`config.mk`:
```
export PLATFORM = sky130hd
export DESIGN_NAME = multi_alarm_timekeeper
export DESIGN_NICKNAME = d
export VERILOG_FILES = /design/src/rtl/timekeeper_pkg.sv /design/src/rtl/bcd2_counter.sv /design/src/rtl/multi_alarm_timekeeper.sv
export SDC_FILE = /design/constraint.sdc
export NUM_CORES = 1
export LEC_CHECK = 0
export BUFFER_PORTS_ARGS = -buffer_cell sky130_fd_sc_hd__buf_2
export CAP_MARGIN = 20
export CORE_AREA = 2 2 111 113
export DETAILED_ROUTE_END_ITERATION = 10
export DIE_AREA = 0 0 113 115
export GPL_TIMING_DRIVEN = 0
export PLACE_DENSITY_LB_ADDON = 0.25
export RECOVER_POWER = 50
export SYNTH_ARGS = -nofsm -noshare
export SYNTH_HDL_FRONTEND = slang
export SYNTH_SLANG_ARGS = --single-unit
```
`constraint.sdc`:
```
create_clock -name clk -period 3.7 [get_ports clk]
set_input_delay 0.37 -clock clk [delete_from_list [all_inputs] [get_ports clk]]
set_output_delay 0.37 -clock clk [all_outputs]
set_load 0.005 [all_outputs]
```
`src/rtl/timekeeper_pkg.sv`:
```
// Shared types, field codes and BCD helpers for the multi-alarm timekeeper.
package timekeeper_pkg;

    typedef enum logic [1:0] {
        IDLE    = 2'd0,
        RINGING = 2'd1,
        SNOOZED = 2'd2
    } ring_state_t;

    localparam logic [1:0] FIELD_SEC  = 2'd0;
    localparam logic [1:0] FIELD_MIN  = 2'd1;
    localparam logic [1:0] FIELD_HOUR = 2'd2;

    function automatic logic [7:0] to_bcd(input int unsigned v);
        logic [7:0] r;
        r[7:4] = 4'((v / 10) % 10);
        r[3:0] = 4'(v % 10);
        return r;
    endfunction

    // Packed BCD bytes with legal digits order the same as their decimal values.
    function automatic logic bcd_valid(input logic [7:0] value,
                                       input logic [3:0] max_tens,
                                       input logic [7:0] max_value);
        return (value[3:0] <= 4'd9) && (value[7:4] <= max_tens) && (value <= max_value);
    endfunction

    function automatic logic [7:0] bcd_inc(input logic [7:0] value);
        logic [7:0] r;
        if (value[3:0] == 4'd9) begin
            r[7:4] = value[7:4] + 4'd1;
            r[3:0] = 4'd0;
        end else begin
            r[7:4] = value[7:4];
            r[3:0] = value[3:0] + 4'd1;
        end
        return r;
    endfunction

endpackage

```
`src/rtl/bcd2_counter.sv`:
```
// Two-digit packed BCD counter wrapping MAX -> 00, with load priority over increment.
module bcd2_counter
    import timekeeper_pkg::*;
#(
    parameter int unsigned MAX = 59
) (
    input  logic       clk,
    input  logic       rst,
    input  logic       inc,
    input  logic       load,
    input  logic [7:0] load_value,
    output logic [7:0] value,
    output logic [7:0] value_d,
    output logic       carry
);

    localparam logic [7:0] MAX_BCD = to_bcd(MAX);

    logic [7:0] value_q;

    always_comb begin
        carry   = inc && !load && (value_q == MAX_BCD);
        value_d = value_q;
        if (load) begin
            value_d = load_value;
        end else if (inc) begin
            value_d = carry ? '0 : bcd_inc(value_q);
        end
    end

    always_ff @(posedge clk) begin
        if (rst) begin
            value_q <= '0;
        end else begin
            value_q <= value_d;
        end
    end

    assign value = value_q;

endmodule

```
`src/rtl/multi_alarm_timekeeper.sv`:
```
// BCD time-of-day core with NUM_ALARMS alarm slots and a ring/snooze/timeout state machine.
module multi_alarm_timekeeper
    import timekeeper_pkg::*;
#(
    parameter int unsigned NUM_ALARMS = 4,
    parameter int unsigned HOUR_MAX   = 23,
    parameter int unsigned SNOOZE_MIN = 5,
    parameter int unsigned RING_SECS  = 60,
    localparam int unsigned IW = (NUM_ALARMS > 1) ? $clog2(NUM_ALARMS) : 1
) (
    input  logic          clk,
    input  logic          rst,
    input  logic          tick_1hz,
    input  logic          set_time_we,
    input  logic [1:0]    set_field,
    input  logic [7:0]    set_value,
    input  logic          alarm_we,
    input  logic [IW-1:0] alarm_idx,
    input  logic [7:0]    alarm_hour,
    input  logic [7:0]    alarm_min,
    input  logic          alarm_on,
    input  logic          snooze,
    input  logic          dismiss,
    output logic [7:0]    sec_bcd,
    output logic [7:0]    min_bcd,
    output logic [7:0]    hour_bcd,
    output logic          ring,
    output logic [IW-1:0] ring_idx,
    output logic          snoozed,
    output logic          wr_err
);

    localparam logic [7:0]  HOUR_BCD    = to_bcd(HOUR_MAX);
    localparam logic [11:0] RING_LOAD   = 12'(RING_SECS);
    localparam logic [11:0] SNOOZE_LOAD = 12'(SNOOZE_MIN * 60);

    logic        time_ok, time_err, alarm_ok, alarm_err, tick_app;
    logic        load_sec, load_min, load_hour;
    logic        sec_carry, min_carry, hour_carry;
    logic [7:0]  sec_next, min_next, hour_next;
    logic [31:0] idx_ext;

    logic [7:0]            alarm_hour_q [NUM_ALARMS];
    logic [7:0]            alarm_hour_d [NUM_ALARMS];
    logic [7:0]            alarm_min_q  [NUM_ALARMS];
    logic [7:0]            alarm_min_d  [NUM_ALARMS];
    logic [NUM_ALARMS-1:0] alarm_on_q, alarm_on_d;

    ring_state_t state_q, state_d;
    logic [IW-1:0] ring_idx_q, ring_idx_d;
    logic [11:0]   cnt_q, cnt_d;
    logic          wr_err_q, wr_err_d;
    logic          match;
    logic [IW-1:0] match_idx;

    always_comb begin
        case (set_field)
            FIELD_SEC:  time_ok = bcd_valid(set_value, 4'd5, 8'h59);
            FIELD_MIN:  time_ok = bcd_valid(set_value, 4'd5, 8'h59);
            FIELD_HOUR: time_ok = bcd_valid(set_value, 4'd9, HOUR_BCD);
            default:    time_ok = 1'b0;
        endcase
        time_err  = set_time_we && !time_ok;
        load_sec  = set_time_we && time_ok && (set_field == FIELD_SEC);
        load_min  = set_time_we && time_ok && (set_field == FIELD_MIN);
        load_hour = set_time_we && time_ok && (set_field == FIELD_HOUR);
        // Any time write in a tick cycle swallows the whole tick.
        tick_app  = tick_1hz && !set_time_we;

        idx_ext   = 32'(alarm_idx);
        alarm_ok  = (idx_ext < NUM_ALARMS) && bcd_valid(alarm_hour, 4'd9, HOUR_BCD)
                    && bcd_valid(alarm_min, 4'd5, 8'h59);
        alarm_err = alarm_we && !alarm_ok;
        wr_err_d  = time_err || alarm_err;
    end

    bcd2_counter #(.MAX(59)) u_sec (
        .clk(clk), .rst(rst), .inc(tick_app), .load(load_sec), .load_value(set_value),
        .value(sec_bcd), .value_d(sec_next), .carry(sec_carry)
    );

    bcd2_counter #(.MAX(59)) u_min (
        .clk(clk), .rst(rst), .inc(sec_carry), .load(load_min), .load_value(set_value),
        .value(min_bcd), .value_d(min_next), .carry(min_carry)
    );

    bcd2_counter #(.MAX(HOUR_MAX)) u_hour (
        .clk(clk), .rst(rst), .inc(min_carry), .load(load_hour), .load_value(set_value),
        .value(hour_bcd), .value_d(hour_next), .carry(hour_carry)
    );

    always_comb begin
        alarm_hour_d = alarm_hour_q;
        alarm_min_d  = alarm_min_q;
        alarm_on_d   = alarm_on_q;
        for (int unsigned i = 0; i < NUM_ALARMS; i++) begin
            if (alarm_we && alarm_ok && (idx_ext == i)) begin
                alarm_hour_d[i] = alarm_hour;
                alarm_min_d[i]  = alarm_min;
                alarm_on_d[i]   = alarm_on;
            end
        end
    end

    // Match is judged against the post-tick time so ring lines up with hh:mm:00.
    always_comb begin
        match     = 1'b0;
        match_idx = '0;
        for (int unsigned i = 0; i < NUM_ALARMS; i++) begin
            if (!match && alarm_on_q[i] && (alarm_hour_q[i] == hour_next)
                && (alarm_min_q[i] == min_next)) begin
                match     = 1'b1;
                match_idx = IW'(i);
            end
        end
        match = match && tick_app && (sec_next == 8'h00);
    end

    always_comb begin
        state_d    = state_q;
        ring_idx_d = ring_idx_q;
        cnt_d      = cnt_q;
        case (state_q)
            IDLE: begin
                if (match) begin
                    state_d    = RINGING;
                    ring_idx_d = match_idx;
                    cnt_d      = RING_LOAD;
                end
            end
            RINGING: begin
                if (dismiss) begin
                    state_d = IDLE;
                end else if (snooze) begin
                    state_d = SNOOZED;
                    cnt_d   = SNOOZE_LOAD;
                end else if (tick_app) begin
                    if (cnt_q <= 12'd1) begin
                        state_d = IDLE;
                        cnt_d   = '0;
                    end else begin
                        cnt_d = cnt_q - 12'd1;
                    end
                end
            end
            SNOOZED: begin
                if (dismiss) begin
                    state_d = IDLE;
                end else if (match) begin
                    state_d    = RINGING;
                    ring_idx_d = match_idx;
                    cnt_d      = RING_LOAD;
                end else if (tick_app) begin
                    if (cnt_q <= 12'd1) begin
                        state_d = RINGING;
                        cnt_d   = RING_LOAD;
                    end else begin
                        cnt_d = cnt_q - 12'd1;
                    end
                end
            end
            default: state_d = IDLE;
        endcase
    end

    always_ff @(posedge clk) begin
        if (rst) begin
            state_q    <= IDLE;
            ring_idx_q <= '0;
            cnt_q      <= '0;
            wr_err_q   <= 1'b0;
            alarm_on_q <= '0;
            for (int unsigned i = 0; i < NUM_ALARMS; i++) begin
                alarm_hour_q[i] <= '0;
                alarm_min_q[i]  <= '0;
            end
        end else begin
            state_q      <= state_d;
            ring_idx_q   <= ring_idx_d;
            cnt_q        <= cnt_d;
            wr_err_q     <= wr_err_d;
            alarm_on_q   <= alarm_on_d;
            alarm_hour_q <= alarm_hour_d;
            alarm_min_q  <= alarm_min_d;
        end
    end

    assign ring     = (state_q == RINGING);
    assign snoozed  = (state_q == SNOOZED);
    assign ring_idx = ring_idx_q;
    assign wr_err   = wr_err_q;

    logic unused_hour_carry;
    assign unused_hour_carry = hour_carry;

endmodule
```
==> flow_summary.json <==
{
  "use_met1_pct": 35.9,
  "cts_made_buffers": 9,
  "tns_ns": -5.43,
  "design_area_um2": 7510,
  "wl_per_cell_um": 19.0,
  "numClockSinks": 109,
  "dp_cells": 899,
  "grt_pass1_vias": 5365,
  "ys_top_cells_by_area": "dfxtp_1 35%, mux2i_1 9.0%, nor2_1 6.2%",
  "place_ws_ns": -0.959,
  "avgSynthCellArea_um2": 9.01,
  "hold_end": "alarm_min_q[6]$_SDFFE_PP0P_",
  "r2r_slack_ns": -0.47,
  "grt_pass1_wl_um": 27800,
  "grt_util_all_layers_pct": 27.5,
  "clock_latency_ns": 0.37,
  "ys.flop_type": "dfxtp_1",
  "cts-root-buf": "clkbuf_16",
  "antenna_found_initial": 0,
  "globalRouteOverflowTotal": 0,
  "rsz0062_at_grt": "true",
  "power_per_cell_area_nw_per_um2": 331,
  "drv_cap": 0,
  "total_leakage_power_nw": 3.10,
  "critPathRequiredTime_ns": 4.00,
  "synth_top_area_share_pct": 35.1,
  "worstSetupEndpointType": "register",
  "synth_edf_count": 0,
  "synth_seq_cells": 109,
  "syn_inst": 690,
  "startpoint_type": "register",
  "grt.met2_usage_pct": 45.5,
  "routed_wl_um": 17800,
  "synth_top_cell_by_area": "dfxtp_1",
  "max_freq_mhz": 240,
  "yosys.area_share.simple_pct": 22.5,
  "min_path_cells": 3,
  "stdcell_count": 936,
  "tightest_slew_ns": 0.927,
  "die_w_um": 113,
  "fill_cells": 977,
  "drtIter0Drc": 470,
  "vias": 5692,
  "cts.clk_slew.worst_paths_ns": 0.08,
  "ys_types": 76,
  "drcViolationCount": 8,
  "utilization_pct": 63.6,
  "netlist_area_um2": 6210,
  "synthArstFlopShare_pct": 0,
  "synthAdderAreaFrac_pct": 3.62,
  "synth_top_family_by_area": "simple AND/OR/NAND/NOR gates",
  "dpl_cell_area_um2": 6780,
  "drv_slew": 0,
  "grt_max_degree": 21,
  "final_cell_mix": "102 x dfxtp_1, 101 x nor2_1, 59 x buf_2",
  "cp_max_fo": 7,
  "n_antenna_cell": 0,
  "final_common_cell": "dfxtp_1",
  "min-delay-start": "alarm_min[6]",
  "crit_type": "reg -> reg",
  "syn2layout_area_growth_pct": 20.9,
  "clockBufferDepth": 2,
  "power_mw": 2.48,
  "slew_headroom_pct": 37.9,
  "rr_worst_depth": 17,
  "ant_nets": 0,
  "ir_drop_mv": 0.262,
  "hold_class": "in -> reg",
  "synth-xor-area-share_pct": 9.79,
  "outcome": "finished, violations left",
  "setup_slack_ns": -0.467,
  "drtPass1Iterations": 8,
  "drive_above_1_share_pct": 22.4,
  "die_h_um": 115,
  "cts_tree": "done",
  "met3_usage_pct": 5.06,
  "dieArea_um2": 13000,
  "fin_crit_sh_pct": 113,
  "ys_seq_area_share_pct": 35.1,
  "nets": 838,
  "grt_busiest_layer": "met2",
  "synthMuxAreaShare_pct": 11.4,
  "htreeDepth": 3,
  "dp_hpwl_um": 12900,
  "setup_violations": 15,
  "start_util_pct": 52.6,
  "via_per_inst": 6.08,
  "row_count": 40,
  "r2r_start": "u_sec.value[5]$_SDFF_PP0_",
  "hold-worst-slack_ns": 0.298,
  "cp.arrival_ns": 4.47,
  "violations": "DRC, setup timing",
  "hold_viol": 0,
  "pin_count": 65,
  "fin_crit_ns": 4.17,
  "synth_fp_nets": 744,
  "io_buffer_count": 62,
  "clock_skew_ns": 0.0124,
  "r2r_end": "cnt_q[10]$_SDFFE_PP0P_",
  "ys_warn_count": 0,
  "fp.coreArea_um2": 11800,
  "synth-compound-area-share_pct": 14.4,
  "gp_congestion": 0.939
}
==> logic make-up (layout without fill, tap and decap cells) <==
kind of cell | after synthesis | after routing
xor+xnor | 66 | 66
compound gates | 120 | 120
mux | 64 | 64
flops | 109 | 109
buf+inv | 44 | 143
fa+ha+maj | 18 | 18
simple gates | 269 | 269
==> timing repair <==
item	CTS	global route
setup buffers	15	7
resized for setup	35	20
endpoints found under the setup margin	15	15
hold buffers	0	0
pin swaps	21	24
==> area by class of cell <==
cell class	count	area, um^2	area share (%)
clock inverter	7	66.3	0.883
sequential	109	2200	29.3
multi-input combinational	537	4140	55.2
buffer	23	109	1.45
tap	147	184	2.45
inverter	20	75.1	1.00
clock buffer	9	225	3.00
timing repair buffer	84	504	6.71
==> power breakdown <==
group	switching [mW]	total, mW	leakage [nW]	internal (mW)
Sequential	0.0144	1.20	0.884	1.18
Clock	0.496	0.972	0.146	0.476
Combinational	0.199	0.317	2.07	0.117
Total	0.710	2.48	3.10	1.77
==> registers in the layout, summed over array words and instances, names as in the netlist <==
signal / cells
cnt_q: 12
wr_err: 1
u_hour.value: 8
alarm_on_q: 4
ring_idx: 2
alarm_min_q: 32
u_min.value: 8
alarm_hour_q: 32
u_sec.value: 8
state_q: 2
==> critical path, stage by stage (launching register included) <==
cell       delay, ns
dfxtp_4         0.37
inv_2           0.07
ha_4            0.15
nand4bb_4       0.11
or4_4           0.56
buf_6           0.16
or3_4           0.35
a21oi_4         0.22
buf_6           0.14
xnor2_2         0.11
nand4_1         0.12
nor4_2          0.22
nand4_1         0.25
a31o_1          0.30
buf_6           0.14
a21o_4          0.23
or3_4           0.45
o2bb2ai_2       0.14
==> cells in the mapped netlist, types with 18 or more instances <==
| library cell | number |
|---|---|
| dfxtp_1 | 109 |
| nor2_1 | 103 |
| mux2i_1 | 56 |
| xnor2_1 | 35 |
| xor2_1 | 29 |
| o21ai_0 | 26 |
| a21oi_1 | 25 |
| nand2_1 | 24 |
| inv_1 | 20 |
| nor3_1 | 19 |
| ha_1 | 18 |
==> per-layer routing <==
layer | vias to the layer above | wire, um
met1 | 2732 | 7810
met3 | 43 | 1010
met5 | - | 0
met4 | 0 | 464
met2 | 238 | 8500
li1 | 2679 | -
==> worst max path at each step <==
stage,endpoint,slack (ns),start
after global placement,cnt_q[10]$_SDFFE_PP0P_,-0.95,u_min.value[4]$_SDFF_PP0_
final,cnt_q[10]$_SDFFE_PP0P_,-0.47,u_sec.value[5]$_SDFF_PP0_
after floorplan,cnt_q[1]$_SDFFE_PP0P_,0.003,u_min.value[4]$_SDFF_PP0_
after global routing,cnt_q[1]$_SDFFE_PP0P_,-0.59,u_sec.value[5]$_SDFF_PP0_
after detailed placement,cnt_q[6]$_SDFFE_PP0P_,-0.96,u_sec.value[0]$_SDFF_PP0_
after CTS,cnt_q[7]$_SDFFE_PP0P_,-0.51,u_sec.value[1]$_SDFF_PP0_
(Power assumes the default switching activity.)
